[config.mk]
export PLATFORM = sky130hd
export DESIGN_NAME = rr_arb20_flat
export DESIGN_NICKNAME = d
export VERILOG_FILES = /design/src/rtl/rr_arb20_if.sv /design/src/rtl/rr_arb20.sv /design/src/flat_wrapper.sv
export SDC_FILE = /design/constraint.sdc
export NUM_CORES = 1
export LEC_CHECK = 0
export ABC_AREA = 1
export BUFFER_PORTS_ARGS = -buffer_cell sky130_fd_sc_hd__buf_2
export CAP_MARGIN = 20
export CORE_ASPECT_RATIO = 1.4
export CORE_MARGIN = 5
export CORE_UTILIZATION = 60
export CTS_CLUSTER_DIAMETER = 40
export DETAILED_ROUTE_END_ITERATION = 7
export PLACE_DENSITY = 0.8
export SKIP_LAST_GASP = 1
export SYNTH_ARGS = -nofsm -noshare
export SYNTH_HDL_FRONTEND = slang
export SYNTH_SLANG_ARGS = --single-unit
[constraint.sdc]
create_clock -name clk -period 5.3 [get_ports clk]
set_clock_uncertainty 0.2 [all_clocks]
set_input_delay 0.265 -clock clk [delete_from_list [all_inputs] [get_ports clk]]
set_output_delay 0.265 -clock clk [all_outputs]
set_load 0.005 [all_outputs]
[src/rtl/rr_arb20_if.sv]
// Request/grant bundle between the requesters and the rr_arb20 arbiter.
interface rr_arb20_if;
    logic [19:0] req;
    logic        done;
    logic [19:0] gnt;
    logic [4:0]  gnt_id;
    logic        busy;
    logic        timeout;

    modport master (output req, done, input gnt, gnt_id, busy, timeout);
    modport slave  (input req, done, output gnt, gnt_id, busy, timeout);
endinterface

[src/rtl/rr_arb20.sv]
// 20-way round-robin arbiter with registered one-hot grant and encoded owner index.
// Optional forced release after TIMEOUT held cycles when ARB_TIMEOUT_EN is defined.
module rr_arb20 #(
    parameter int TIMEOUT = 15
) (
    input  logic       clk,
    input  logic       nrst,
    rr_arb20_if.slave  bus
);
    typedef enum logic {IDLE, GRANT} state_t;

    state_t      state_q, state_d;
    logic [4:0]  ptr_q, ptr_d;
    logic [4:0]  gnt_id_q, gnt_id_d;
    logic [19:0] gnt_q, gnt_d;
    logic [4:0]  pick_id;
    logic        pick_vld;
    logic        owner_rel;
    logic        hold_hit;

    if (TIMEOUT < 1 || TIMEOUT > 255) begin : g_bad_timeout
        $error("rr_arb20: TIMEOUT must be in 1..255");
    end

    // Search ptr, ptr+1, ... modulo 20 so indices 20..31 are never visited.
    always_comb begin
        logic [5:0] sum;
        pick_vld = 1'b0;
        pick_id  = 5'd0;
        sum      = 6'd0;
        for (int off = 0; off < 20; off++) begin
            sum = {1'b0, ptr_q} + 6'(off);
            if (sum >= 6'd20) sum = sum - 6'd20;
            if (!pick_vld && bus.req[sum[4:0]]) begin
                pick_vld = 1'b1;
                pick_id  = sum[4:0];
            end
        end
    end

    assign owner_rel = bus.done || !bus.req[gnt_id_q];

`ifdef ARB_TIMEOUT_EN
    localparam logic [7:0] HOLD_MAX = 8'(TIMEOUT - 1);

    logic [7:0] cnt_q, cnt_d;
    logic       timeout_q, timeout_d;

    assign hold_hit = (state_q == GRANT) && (cnt_q == HOLD_MAX);

    // Counter sits at zero while idle, so it is already clear on entry to GRANT.
    always_comb begin
        cnt_d     = (state_q == GRANT) ? cnt_q + 8'd1 : 8'd0;
        timeout_d = hold_hit && !owner_rel;
    end

    always_ff @(posedge clk) begin
        if (!nrst) begin
            cnt_q     <= 8'd0;
            timeout_q <= 1'b0;
        end else begin
            cnt_q     <= cnt_d;
            timeout_q <= timeout_d;
        end
    end

    assign bus.timeout = timeout_q;
`else
    assign hold_hit    = 1'b0;
    assign bus.timeout = 1'b0;
`endif

    always_comb begin
        state_d  = state_q;
        ptr_d    = ptr_q;
        gnt_d    = gnt_q;
        gnt_id_d = gnt_id_q;
        case (state_q)
            IDLE: begin
                if (pick_vld) begin
                    state_d  = GRANT;
                    gnt_d    = 20'd1 << pick_id;
                    gnt_id_d = pick_id;
                end
            end
            GRANT: begin
                if (owner_rel || hold_hit) begin
                    state_d  = IDLE;
                    gnt_d    = 20'd0;
                    gnt_id_d = 5'd0;
                    ptr_d    = (gnt_id_q == 5'd19) ? 5'd0 : gnt_id_q + 5'd1;
                end
            end
            default: state_d = IDLE;
        endcase
    end

    always_ff @(posedge clk) begin
        if (!nrst) begin
            state_q  <= IDLE;
            ptr_q    <= 5'd0;
            gnt_q    <= 20'd0;
            gnt_id_q <= 5'd0;
        end else begin
            state_q  <= state_d;
            ptr_q    <= ptr_d;
            gnt_q    <= gnt_d;
            gnt_id_q <= gnt_id_d;
        end
    end

    assign bus.gnt    = gnt_q;
    assign bus.gnt_id = gnt_id_q;
    assign bus.busy   = (state_q == GRANT);
endmodule

[src/flat_wrapper.sv]
// flat-port wrapper written by rule: the top's interface ports become plain ports
module rr_arb20_flat 
#(
    parameter int TIMEOUT = 15
)
  (clk, nrst, bus_req, bus_done, bus_gnt, bus_gnt_id, bus_busy, bus_timeout);
  rr_arb20_if bus_i ();
  input  logic clk;
  input  logic nrst;
  input wire logic [$bits(bus_i.req)-1:0] bus_req;
  input wire logic [$bits(bus_i.done)-1:0] bus_done;
  output wire logic [$bits(bus_i.gnt)-1:0] bus_gnt;
  output wire logic [$bits(bus_i.gnt_id)-1:0] bus_gnt_id;
  output wire logic [$bits(bus_i.busy)-1:0] bus_busy;
  output wire logic [$bits(bus_i.timeout)-1:0] bus_timeout;
  assign bus_i.req = bus_req;
  assign bus_i.done = bus_done;
  assign bus_gnt = bus_i.gnt;
  assign bus_gnt_id = bus_i.gnt_id;
  assign bus_busy = bus_i.busy;
  assign bus_timeout = bus_i.timeout;
  rr_arb20 #(.TIMEOUT(TIMEOUT)) u_core (.clk(clk), .nrst(nrst), .bus(bus_i));
endmodule
* Word-level counts from Yosys, hierarchy flattened
Index checks and enable logic that the tools add are counted.
** Storage, ports and cells
- Output and inout port bits :: 27
- Bits of input ports :: 23
- Flip-flop bits (word level) :: 31
** Operators by class
- Bitwise operators :: 1
- Reduce and logical (&&, ||, !) cells :: 42
- $lt $le $gt $ge :: 41
- Multiplexer cells :: 112
- Eq/ne operators :: 3
- Add/subtract/negate cells :: 40
- Shifts and indexed selects :: 1
** Operators with widths (count)
- 5-bit two-way mux :: 43
- 5-bit by 6-bit < comparator with 1-bit output, second input constant :: 21
- 6-bit by 5-bit >= comparator with 1-bit output, second input constant :: 19
- 1-bit binary-select mux with 5-bit select :: 21
- 5-bit subtractor, second input constant :: 20
- 5-bit by 4-bit adder with 6-bit output, second input constant :: 8
- 1-bit two-way mux :: 43
- 20-bit two-way mux :: 2
- 20-bit case mux with 2 select lines :: 1
- 5-bit by 3-bit adder with 6-bit output, second input constant :: 4
- 5-bit by 5-bit adder with 6-bit output, second input constant :: 4
- 1-bit logical NOT :: 20
- 1-bit by 5-bit left shift with 20-bit output, first input constant :: 1
- 1-bit logical AND :: 19
- 5-bit by 2-bit adder with 6-bit output, second input constant :: 2
- 5-bit case mux with 2 select lines :: 1
- 5-bit by 1-bit adder with 6-bit output, second input constant :: 1
- 5-bit by 1-bit adder with 5-bit output, second input constant :: 1
- 5-bit == test, second input constant :: 1
- 5-bit >= comparator, second input constant :: 1
- 2-bit AND reduction :: 2
- 2-bit by 1-bit inequality test with 1-bit output, second input constant :: 1
- 2-bit inequality test, second input constant :: 1
- 1-bit case mux with 2 select lines :: 1
- 2 further kinds :: 2

* Logic depth before layout (Yosys ltp)
- Word-level depth :: 65
- Gate-level depth with buffers :: 41
- Depth with buffers taken out :: 39

* Worst setup path before layout
Ideal clock, no wire load.
- Kind :: register -> register
- From :: register u_core.ptr_q[2]
- To :: register u_core.gnt_q[0] (netlist: u_core.bus.gnt[0])
- Slack :: 0.540 ns
- Stages on the path, launching flop included :: 35
- Arrival :: 4.490 ns
- Library setup time :: 0.071 ns
- Required time :: 5.029 ns
- Path through :: dfxtp_1 -> buf_6 -> inv_2 -> ha_1 -> clkinv_1 -> ha_1 -> inv_1 -> nand3_1 -> nand2_1 -> inv_1 -> nand2_2 -> nand2_1 -> nand2_1 -> nand2_1 -> nand3_1 -> nand2_1 -> nand2_1 -> nand2_2 -> nor2_8 -> nand4_1 -> nor2_2 -> nand4_1 -> nor2_4 -> nand4_2 -> nor2_4 -> nand2_2 -> clkinv_1 -> nand2_1 -> nand2_1 -> nand3_1 -> nand2_1 -> nand2_1 -> nor2_1 -> nand3_1 -> a21oi_1
** Between the ends
- Cells in the longest elaborated chain, start to end :: 65
** Ends and longest elaborated chain
- from (decl) :: RTL line rr_arb20.sv:13 : logic [4:0] ptr_q, ptr_d;
- from (signal assigned) :: RTL line rr_arb20.sv:106 : ptr_q <= ptr_d;
- branches (longest 65 deep; another with 5-bit by 1-bit adder with 6-bit output)
- to (signal assigned) :: RTL line rr_arb20.sv:107 : gnt_q <= gnt_d;
- to (decl) :: RTL line rr_arb20.sv:15 : logic [19:0] gnt_q, gnt_d;
Parallel ways; which one is timed is not known. The select of a mux whose other input is x is not followed.
A chain may end at the register's enable or synchronous reset.

* Worst setup path in the final report
- From :: register u_core.ptr_q[0]
- To :: register u_core.gnt_q[2] (netlist: u_core.bus.gnt[2])
The elaborated chain is that of the path after synthesis.

==> impl_results.md <==
* Core Area at 10800 um2
* Largest delay contributor family on the critical path: simple AND/OR/NAND/NOR gates
* Worst Tran Pin Value at 0.976 ns
* Hold endpoint: u_core.ptr_q[3]
* I/O pins at 50
* Met1 Wirelength at 8.52 mm
* Crit-path slowest cell: dfxtp_1
* Wirelength, routed at 23.5 mm
* Yosys warns at 0
* Status: complete, no violations
* Final ANT Viol Nets at 0
* Filler cell count at 1051
* Die Area at 13200 um2
* Place WS at 0.278 ns
* Number of synthesized flops with an enable pin at 0
* Critical path type: reg2reg
* DR vias at 8036
* WL per Instance at 17.3 um
* CP Launch Type: register
* Hold Buf Count CTS at 0
* Relative slew margins at 34.2%
* Num CTS Buffers at 5
* Pin count of the biggest net entering global routing at 28
* Crit-path max FO at 6
* Number of max-cap violations at 0
* Hold Startpoint: nrst
* Die height at 134 um
* Syn_area_per_cell at 5.67 um2
* Num Clock Sinks at 31
* Met3 WL at 1.63 mm
* CTS Buffer Depth at 2
* HPWL after DPL at 19.1 mm
* Most used cell, CP: nand2_1
* Antenna Cells at 0
* Post-synth cell types at 61
* WP data required at 5.29 ns
* # setup viols final at 0
* Mapped Area at 6560 um2
* Routed vias/inst at 5.91
* Core Util, Final at 67.9%
* Footprint of the multi-input gates at 5210 um2
* Synth Register Bits at 31
* CTS tree: done
* CP endpoint kind: register
* Max VDD drop at 0.588 mV
* Setup ws final at 0.423 ns
* Register area share after synthesis at 9.46%
* Syn-to-layout area delta at 11.3%
* RePlAce Congestion at 1.06
* PwrDens at 682 nW/um2
* Leak at 0.00370 uW
* Worst Hold Class: in2reg
* Reg2reg start: u_core.ptr_q[0]
* Initial Utilization at 61.0%
* Crit path arrival time at 4.87 ns
* Clock Tree Root: clkbuf_16
* Initial antenna violation count at 0
* Buf/Inv on CP at 4
* Drt pass-1 iters at 7
* Total gr overflow at 0
* Initial drt markers at 669
* Asr flop ratio synth at 0%
* Clock latency at the later pin of the worst-skew pair at 0.28 ns
* Share of layout cells above drive strength 1 at 15.6%
* CP peak stage delay at 0.40 ns
* Reg2reg end: u_core.bus.gnt[2]
* Hold Crit Depth at 3
* WL met2 at 11.1 mm
* Internal reg-to-reg setup slack at 0.42 ns
* Top_reg_cell synth: dfxtp_1
* Critical Path Start: u_core.ptr_q[0]
* Die W at 98.4 um
* Fmax at 205 MHz
* GRT Overall Usage at 35.1%
* Vias in the first global route at 7483
* Final hold viol count at 0
* Highest metal used: met4
* Final-report max-slew violation count at 0
* Minimum clock period at 4.88 ns
* Syn Inst Count at 1156
* Nets at 1286
* Reg clk slew, reported paths at 0.05 ns
* Row count at 45
* Register area at 624 um2
* CTS H-Tree Depth at 2
* Residual DRC at 0
* Post-route clock period utilization at 92.0%
* Number of buffers added on ports at 48
* Worst r2r path cells at 31
* Mapped Nets at 1225
* First-pass GRT wire length at 37.4 mm
[power by group]
group	internal (uW)	total (uW)	switching, uW
sequential	286	363	76.8
clock	200	308	108
combinational	1320	4310	2990
total	1810	4980	3170
[kinds of logic after synthesis]
logic type | after synthesis | synth area share, %
flip-flops | 31 | 9.46
adder cells (fa/ha/maj) | 46 | 8.89
AND/OR/NAND/NOR | 643 | 45.0
other | 1 | 0.0572
AO/OA/AOI/OAI | 211 | 18.8
buffers and inverters | 188 | 12.3
XOR/XNOR | 36 | 5.49
[cells in the mapped netlist (4+ instances only)]
cell        n  area share (%)
nand2_1   347              20
inv_1     141             8.1
nand3_1   130             9.9
o21ai_0    71             5.4
a21oi_1    66             5.0
nor2_1     63             3.6
ha_1       45             8.6
dfxtp_1    31             9.5
xor2_1     27             3.6
nand4_1    25             2.4
o21ai_1    18             1.4
o211ai_1   15             1.7
nand2_2    14             1.3
nor2_2     14             1.3
buf_2      11            0.84
inv_2      11            0.63
nor3_1     10            0.76
a31oi_1     8            0.76
buf_4       8            0.92
nand3_2     8             1.2
o21a_1      8            0.92
nand3b_1    7            0.80
or2_2       7            0.67
xnor2_1     6            0.80
buf_6       5            0.86
nand2_4     5            0.86
clkinv_1    4            0.23
nand4_2     4            0.76
[state kept, by name, summed over array words and instances, names as in the netlist]
register and cells:
u_core.bus.gnt 20, u_core.bus.gnt_id 5, u_core.ptr_q 5, u_core.bus.busy 1
[layout by cell type (no fill, tap or decap), types with 11 or more instances in the layout]
master	netlist	final
a21oi_1	66	66
buf_2	11	48
buf_4	8	33
dfxtp_1	31	28
ha_1	45	44
inv_1	141	140
inv_2	11	11
nand2_1	347	345
nand2_2	14	16
nand3_1	130	130
nand4_1	25	25
nor2_1	63	61
nor2_2	14	15
o211ai_1	15	15
o21ai_0	71	67
o21ai_1	18	22
xor2_1	27	24
[cell type report]
| class | instances | area share (%) |
|---|---|---|
| tap | 141 | 2.42 |
| sequential | 31 | 8.55 |
| clock inverter | 1 | 0.103 |
| clock buffer | 7 | 2.09 |
| timing repair buffer | 83 | 7.11 |
| multi-input combinational | 937 | 71.4 |
| inverter | 159 | 8.36 |
[worst max-delay path by stage]
stage	to	cells past startpoint
6_report	u_core.bus.gnt[2]	31
5_1_grt	u_core.bus.gnt[1]	35
4_1_cts	u_core.bus.gnt[2]	28
3_5_place_dp	u_core.bus.gnt[6]	32
3_3_place_gp	u_core.bus.gnt[6]	32
2_1_floorplan	u_core.bus.gnt[0]	34
[per-stage QoR]
step / cell area [um2] / total power (uW) / instances / TNS [ns] / hold slack [ns]
final: 7300 / 4980 / 1359 / 0 / 0.0741
after global routing: 7300 / 5450 / 1359 / -0.00277 / 0.0917
after CTS: 7190 / 4800 / 1357 / 0 / 0.0657
after detailed placement: 7030 / 4480 / 1349 / 0 / 0.256
after global placement: 7030 / 4440 / 1349 / 0 / 0.250
after floorplan: 6560 / 3350 / 1156 / 0 / 0.203
[worst reg2reg max path: cells and delay by family (launching register included)]
| family | cells | cell delay [ns] |
|---|---|---|
| flops | 1 | 0.40 |
| xor+xnor | 1 | 0.24 |
| fa+ha+maj | 2 | 0.48 |
| buf+inv | 4 | 0.60 |
| compound gates | 2 | 0.22 |
| simple gates | 22 | 2.63 |
[routing by layer]
| metal | up-vias | global-route usage, % |
|---|---|---|
| li1 | 3911 | - |
| met1 | 3560 | 38.9 |
| met5 | - | 0 |
| met2 | 418 | 60.8 |
| met3 | 147 | 3.40 |
| met4 | 0 | 27.5 |
[repair_timing]
item / in CTS / in global routing
gates resized for setup: 0 / 24
setup endpoints to repair: 0 / 25
setup buffers: 0 / 2
(Power assumes the default switching activity.)
